## src/rtl/match_controller.sv

```systemverilog
// Head-soccer match sequencer: match state, scores, countdown clock and kickoff/goal pacing.
// Optional pause support is built when MATCH_CTRL_PAUSE_EN is defined.
module match_controller #(
  parameter int WIN_SCORE      = 5,
  parameter int MATCH_SECONDS  = 90,
  parameter int FPS            = 60,
  parameter int KICKOFF_FRAMES = 60,
  parameter int FREEZE_FRAMES  = 120
) (
  input  logic       clk,
  input  logic       reset,
  input  logic       frame_tick,
  input  logic       start_btn,
  input  logic       pause_btn,
  input  logic       goal_p1,
  input  logic       goal_p2,
  output logic [2:0] state,
  output logic       play_en,
  output logic       pos_reset,
  output logic       goal_flash,
  output logic [3:0] score_p1,
  output logic [3:0] score_p2,
  output logic [6:0] time_sec,
  output logic [1:0] winner
);

  localparam int FRAME_MAX = (KICKOFF_FRAMES > FREEZE_FRAMES) ? KICKOFF_FRAMES : FREEZE_FRAMES;
  localparam int FRAME_W   = $clog2(FRAME_MAX + 1);
  localparam int SEC_W     = (FPS > 1) ? $clog2(FPS) : 1;

  localparam logic [FRAME_W-1:0] KICK_LAST   = FRAME_W'(KICKOFF_FRAMES - 1);
  localparam logic [FRAME_W-1:0] FREEZE_LAST = FRAME_W'(FREEZE_FRAMES - 1);
  localparam logic [FRAME_W-1:0] FRAME_ONE   = FRAME_W'(1);
  localparam logic [SEC_W-1:0]   SEC_LAST    = SEC_W'(FPS - 1);
  localparam logic [SEC_W-1:0]   SEC_ONE     = SEC_W'(1);
  localparam logic [3:0]         WIN         = 4'(WIN_SCORE);
  localparam logic [6:0]         SECS        = 7'(MATCH_SECONDS);

  typedef enum logic [2:0] {
    S_IDLE    = 3'd0,
    S_KICKOFF = 3'd1,
    S_PLAY    = 3'd2,
    S_GOAL    = 3'd3,
    S_OVER    = 3'd4,
    S_PAUSE   = 3'd5
  } state_t;

  state_t             r_state;
  logic               r_play_en;
  logic               r_pos_reset;
  logic               r_goal_flash;
  logic [3:0]         r_score_p1;
  logic [3:0]         r_score_p2;
  logic [6:0]         r_time_sec;
  logic [1:0]         r_winner;
  logic [FRAME_W-1:0] r_frame_cnt;
  logic [SEC_W-1:0]   r_sec_cnt;
  logic               r_start_q;
  logic               r_start_armed;

  logic               w_start_rise;
  logic               w_credit_p1;
  logic               w_credit_p2;
  logic [3:0]         w_score_p1_nxt;
  logic [3:0]         w_score_p2_nxt;
  logic               w_win_goal;
  logic               w_sec_wrap;
  logic               w_expire;
  logic [1:0]         w_winner_goal;
  logic [1:0]         w_winner_cmp;

  // The edge register clears to 0 on reset, so an arm flag (set once the button is
  // seen released) keeps a button held through reset from looking like a fresh press.
  assign w_start_rise = start_btn & ~r_start_q & r_start_armed;

  assign w_credit_p1    = goal_p1 & ~goal_p2 & (r_score_p1 != WIN);
  assign w_credit_p2    = goal_p2 & ~goal_p1 & (r_score_p2 != WIN);
  assign w_score_p1_nxt = r_score_p1 + {3'b000, w_credit_p1};
  assign w_score_p2_nxt = r_score_p2 + {3'b000, w_credit_p2};
  assign w_win_goal     = (w_credit_p1 & (w_score_p1_nxt == WIN)) |
                          (w_credit_p2 & (w_score_p2_nxt == WIN));
  assign w_winner_goal  = w_credit_p1 ? 2'd1 : 2'd2;
  assign w_winner_cmp   = (w_score_p1_nxt > w_score_p2_nxt) ? 2'd1 :
                          (w_score_p2_nxt > w_score_p1_nxt) ? 2'd2 : 2'd3;

  assign w_sec_wrap = frame_tick & (r_sec_cnt == SEC_LAST);
  assign w_expire   = w_sec_wrap & (r_time_sec == 7'd1);

`ifdef MATCH_CTRL_PAUSE_EN
  logic r_pause_q;
  logic r_pause_armed;
  logic w_pause_rise;
  assign w_pause_rise = pause_btn & ~r_pause_q & r_pause_armed;
`else
  logic w_unused_pause;
  assign w_unused_pause = pause_btn;
`endif

  // NOTE: every register here is sequential state, so all assignments in this block are
  // non-blocking; later assignments in the same cycle override the defaults at the top.
  always_ff @(posedge clk) begin
    if (reset) begin
      r_state       <= S_IDLE;
      r_play_en     <= 1'b0;
      r_pos_reset   <= 1'b0;
      r_goal_flash  <= 1'b0;
      r_score_p1    <= 4'd0;
      r_score_p2    <= 4'd0;
      r_time_sec    <= SECS;
      r_winner      <= 2'd0;
      r_frame_cnt   <= '0;
      r_sec_cnt     <= '0;
      r_start_q     <= 1'b0;
      r_start_armed <= 1'b0;
`ifdef MATCH_CTRL_PAUSE_EN
      r_pause_q     <= 1'b0;
      r_pause_armed <= 1'b0;
`endif
    end else begin
      r_start_q     <= start_btn;
      r_start_armed <= r_start_armed | ~start_btn;
`ifdef MATCH_CTRL_PAUSE_EN
      r_pause_q     <= pause_btn;
      r_pause_armed <= r_pause_armed | ~pause_btn;
`endif
      r_pos_reset   <= 1'b0;

      case (r_state)
        S_IDLE, S_OVER: begin
          if (w_start_rise) begin
            r_score_p1   <= 4'd0;
            r_score_p2   <= 4'd0;
            r_time_sec   <= SECS;
            r_frame_cnt  <= '0;
            r_sec_cnt    <= '0;
            r_winner     <= 2'd0;
            r_pos_reset  <= 1'b1;
            r_play_en    <= 1'b0;
            r_goal_flash <= 1'b0;
            r_state      <= S_KICKOFF;
          end
        end

        S_KICKOFF: begin
          if (frame_tick) begin
            if (r_frame_cnt == KICK_LAST) begin
              r_frame_cnt <= '0;
              r_play_en   <= 1'b1;
              r_state     <= S_PLAY;
            end else begin
              r_frame_cnt <= r_frame_cnt + FRAME_ONE;
            end
          end
        end

        S_PLAY: begin
`ifdef MATCH_CTRL_PAUSE_EN
          if (w_pause_rise) begin
            r_play_en <= 1'b0;
            r_state   <= S_PAUSE;
          end else
`endif
          begin
            if (frame_tick) begin
              r_sec_cnt <= w_sec_wrap ? '0 : r_sec_cnt + SEC_ONE;
              if (w_sec_wrap) r_time_sec <= r_time_sec - 7'd1;
            end

            // Expiry outranks every goal outcome; a goal on the same cycle is still credited.
            if (w_expire) begin
              r_score_p1 <= w_score_p1_nxt;
              r_score_p2 <= w_score_p2_nxt;
              r_winner   <= w_winner_cmp;
              r_play_en  <= 1'b0;
              r_state    <= S_OVER;
            end else if (goal_p1 && goal_p2) begin
              r_frame_cnt <= '0;
              r_pos_reset <= 1'b1;
              r_play_en   <= 1'b0;
              r_state     <= S_KICKOFF;
            end else if (goal_p1 || goal_p2) begin
              r_score_p1 <= w_score_p1_nxt;
              r_score_p2 <= w_score_p2_nxt;
              r_play_en  <= 1'b0;
              if (w_win_goal) begin
                r_winner <= w_winner_goal;
                r_state  <= S_OVER;
              end else begin
                r_frame_cnt  <= '0;
                r_goal_flash <= 1'b1;
                r_state      <= S_GOAL;
              end
            end
          end
        end

        S_GOAL: begin
          if (frame_tick) begin
            if (r_frame_cnt == FREEZE_LAST) begin
              r_frame_cnt  <= '0;
              r_pos_reset  <= 1'b1;
              r_goal_flash <= 1'b0;
              r_state      <= S_KICKOFF;
            end else begin
              r_frame_cnt <= r_frame_cnt + FRAME_ONE;
            end
          end
        end

`ifdef MATCH_CTRL_PAUSE_EN
        S_PAUSE: begin
          if (w_pause_rise) begin
            r_play_en <= 1'b1;
            r_state   <= S_PLAY;
          end
        end
`endif

        default: begin
          r_play_en    <= 1'b0;
          r_goal_flash <= 1'b0;
          r_state      <= S_IDLE;
        end
      endcase
    end
  end

  assign state      = r_state;
  assign play_en    = r_play_en;
  assign pos_reset  = r_pos_reset;
  assign goal_flash = r_goal_flash;
  assign score_p1   = r_score_p1;
  assign score_p2   = r_score_p2;
  assign time_sec   = r_time_sec;
  assign winner     = r_winner;

endmodule

```

## config.mk

```make
export PLATFORM = sky130hd
export DESIGN_NAME = match_controller
export DESIGN_NICKNAME = d
export VERILOG_FILES = /design/src/rtl/match_controller.sv
export SDC_FILE = /design/constraint.sdc
export NUM_CORES = 1
export LEC_CHECK = 0
export CAP_MARGIN = 40
export CORE_MARGIN = 2
export CORE_UTILIZATION = 40
export CTS_CLUSTER_SIZE = 12
export DETAILED_ROUTE_END_ITERATION = 10
export PLACE_DENSITY_LB_ADDON = 0.25
export SKIP_LAST_GASP = 1
export SYNTH_ARGS = -nofsm -noshare
export SYNTH_HDL_FRONTEND = slang
export SYNTH_SLANG_ARGS = --single-unit
export TNS_END_PERCENT = 50
```

## constraint.sdc

```tcl
create_clock -name clk -period 3.4 [get_ports clk]
set_input_delay 0.51 -clock clk [delete_from_list [all_inputs] [get_ports clk]]
set_output_delay 0.51 -clock clk [all_outputs]
set_load 0.03 [all_outputs]
```

==> impl_results.md <==
- Buffers added on ports: 28
- Area delta synth->final: 19.8%
- Asr flop ratio synth: 0
- Startpoint Class: input pin
- Fin. max-slew vios: 0
- CTS Hold Buffers Added: 0
- Slowest library cell on the worst path: clkdlybuf4s50_1
- Clk buf depth: 2
- Fillcell total: between 500 and 600
- TritonCTS clock tree: built
- Status: completed
- Top Ports: 30
- Setup slack after layout: 0.564 ns
- Remaining global-route overflow: 0
- Nets: 311
- Full die area: around 6200 um2
- Routed WL per cell: ~14 um
- Period minus WS final: ~2.8 ns
- First-pass iteration count of the detailed router: 4
- FMAX: 353 MHz
- Initial antenna violation count: 0
- RePlAce Congestion: around 0.80
- First-pass GRT wire length: 8430 um
- Row count: 27
- Period utilization: 0.834
- Cell mode on critical path: ha_1
- Worst Path Required: between 3 and 4 ns
- Crit path buf inv count: 1
- EDFF count, synth: 0
- Syn Std Cell Area: between 2000 and 2500 um2
- Crit Path Max Fanout: 5
- Final Hold Vio Count: 0
- Sink Count: 38
- Mapped Nets: approximately 280
- Most frequent cells in the layout: dfxtp_1 (38), nor2_1 (30), nand2_1 (30), clkdlybuf4s50_1 (28), nand3_1 (14)
- Drt total wl: 4970 um
- Worst vdd ir: ~240 uV
- Die Y: 78.5 um
- DP HPWL: 3620 um
- Post-synth top flop: dfxtp_1
- Critical path start-end classification: in2reg
- Root buffer cell: clkbuf_8
- Commonest non-fill, non-tap cell in the layout: dfxtp_1
- Avg Cell Area, Syn: roughly 8.4 um2
- Total track usage: 0.172
- Unrepaired setup endpoints after global routing: no
- Cts repair resizes: 0
- Crit-path leading delay family: adder cells
- WHS: roughly 0.45 ns
- Hold Crit Class: reg2reg
- H-tree Lvls: 2
- DRC: 0
- Actual slew at the worst max-slew pin: 0.508 ns
- CP endpoint kind: register
- Setup TNS: 0 ns
- Vias in the first global route: 1792
- Seq. cell area: between 700 and 800 um2
- Cell variety after synth: 60
- CP max stage delay: roughly 0.54 ns
- Initial core utilization: 0.408
- Via Count: about 1900
- Antenna diode count: 0
- Chip width: 78.5 um
- Initial DRC Count: slightly above 90
- # Max-Cap Violations: 0
- Cells after synthesis: ~260
- Core area: ~5400 um2
- Leak: 0.985 nW
- Largest net degree at the start of global routing: 18
- Clock Skew: ~0.0075 ns
- Post-route ant nets: 0
- Worst EP arrival: 3.04 ns
- Multi-input gate area: 1390 um2
- Synth warn: 0
- Final setup violation count: 0
- Setup bufs post-CTS: 0
- Max-slew headroom: 0.658
- FF+latch count, synth: 38
- CTS buffer count: 5
- DR vias/cell: approximately 5.3
- Clock Latency Late Sink: 0.30 ns
- Layout cells sized above 1: 0.0922
- Sequential area share after synthesis: 0.343
- DP Worst Slack: between 0.2 and 0.3 ns
- Crit path cell chain: clkdlybuf4s50_1, nor3b_2, ha_1, ha_1, xnor2_1, ha_1, a21oi_1, o22ai_1, nor2_1, a41o_1, mux2i_1, o32ai_1
- Cell Pwr Density: approximately 530 nW/um2
- Clock-pin slew on the worst setup and hold paths: ~0.07 ns
## worst reg2reg max path, stage by stage, from the launching register on
cell and delay [ns]:
dfxtp_1 0.43, nor4bb_1 0.39, nor3b_2 0.13, ha_1 0.22, ha_1 0.22, xnor2_1 0.15, ha_1 0.33, nand3_1 0.07
o22ai_1 0.17, nor2_1 0.08, a41o_1 0.20, mux2i_1 0.15, o32ai_1 0.09
## kinds of logic (layout without fill, tap and decap cells)
kind of cell               after synthesis  after routing  share of synthesized area
adders and majority gates               12             12                     0.0676
and+or+nand+nor                        127            127                      0.309
DFF                                     38             38                      0.343
AOI/OAI and AO/OA                       52             52                      0.179
buffers and inverters                   18             47                     0.0321
muxes                                    3              3                     0.0141
xor gates and xnor gates                14             14                     0.0552
## path summary, 6_finish.rpt
kind | from | end | slack, ns | depth (start not counted)
max reg2reg | score_p1[2]$_SDFFE_PP0P_ | winner[0]$_SDFFE_PP0P_ | 0.65 | 12
min | r_start_armed$_SDFF_PP0_ | r_start_armed$_SDFF_PP0_ | 0.45 | 2
min reg2reg | r_start_armed$_SDFF_PP0_ | r_start_armed$_SDFF_PP0_ | 0.45 | 2
max | goal_p1 | winner[0]$_SDFFE_PP0P_ | 0.56 | 12
## cells in the mapped netlist (2+ instances only)
cell type  number  share of area
xnor2_1         5          0.020
and2_1          3         0.0085
nand2_1        30          0.051
o22ai_1         2         0.0056
a22oi_1         6          0.020
and3b_1         2         0.0079
nor2_1         30          0.051
inv_1          10          0.017
nand3_1        14          0.032
a211oi_1        4          0.014
mux2i_1         2         0.0090
o21ai_1         2         0.0045
a311oi_1        2         0.0079
and3_1          2         0.0056
nand4_1         3         0.0085
clkbuf_1        5         0.0085
a32oi_1         2         0.0079
nor4bb_1        2         0.0090
o21ai_0         3         0.0068
nor3b_2         2          0.011
a21oi_1        11          0.025
buf_2           2         0.0045
nor3_1         11          0.025
nor2b_1         5          0.014
ha_1           12          0.068
o32ai_1         2         0.0079
or2_2           3         0.0085
a21oi_2         3          0.012
nand2b_1        6          0.017
xor2_1          9          0.036
dfxtp_1        38           0.34
or3_1           3         0.0085
## routing by layer
metal  part of all wire  global-route usage  up-vias
met3              0.024              0.0425        7
met2               0.46               0.269       19
met1               0.50               0.229      896
met4              0.015              0.0684        0
li1                   -                   -     1014
met5                  0                   0        -
## final cells by class
| cell class | count | area share |
|---|---|---|
| flip-flops and latches | 38 | 0.286 |
| inverters | 10 | 0.0141 |
| multi-input cells | 208 | 0.522 |
| clock inverters | 2 | 0.00471 |
| repair buffers | 29 | 0.108 |
| clock buffers | 6 | 0.0311 |
| well taps | 72 | 0.0339 |
## per-stage QoR
stage           util  instance area, um2  cells  total power, W
6_report       0.489                2660    365         0.00142
3_3_place_gp   0.471                2560    357         0.00110
5_1_grt        0.489                2660    365         0.00151
4_1_cts        0.489                2660    365         0.00144
2_1_floorplan      -                2220    264        0.000952
3_5_place_dp   0.471                2560    357         0.00110
## where the power goes
group          switching (W)  leakage [nW]  total [W]  internal (W)
combinational       0.000347         0.630   0.000556      0.000208
sequential         0.0000580         0.308   0.000536      0.000478
clock               0.000168        0.0472   0.000331      0.000163
total               0.000573         0.985    0.00142      0.000849
## sequential cells by signal (all words and copies together), names as in the netlist
| register | flops |
|---|---|
| state | 3 |
| r_frame_cnt | 7 |
| pos_reset | 1 |
| play_en | 1 |
| time_sec | 7 |
| r_start_armed | 1 |
| score_p1 | 4 |
| score_p2 | 4 |
| winner | 2 |
| goal_flash | 1 |
| r_start_q | 1 |
| r_sec_cnt | 6 |
Note: power is estimated with default switching activity, not from simulation.
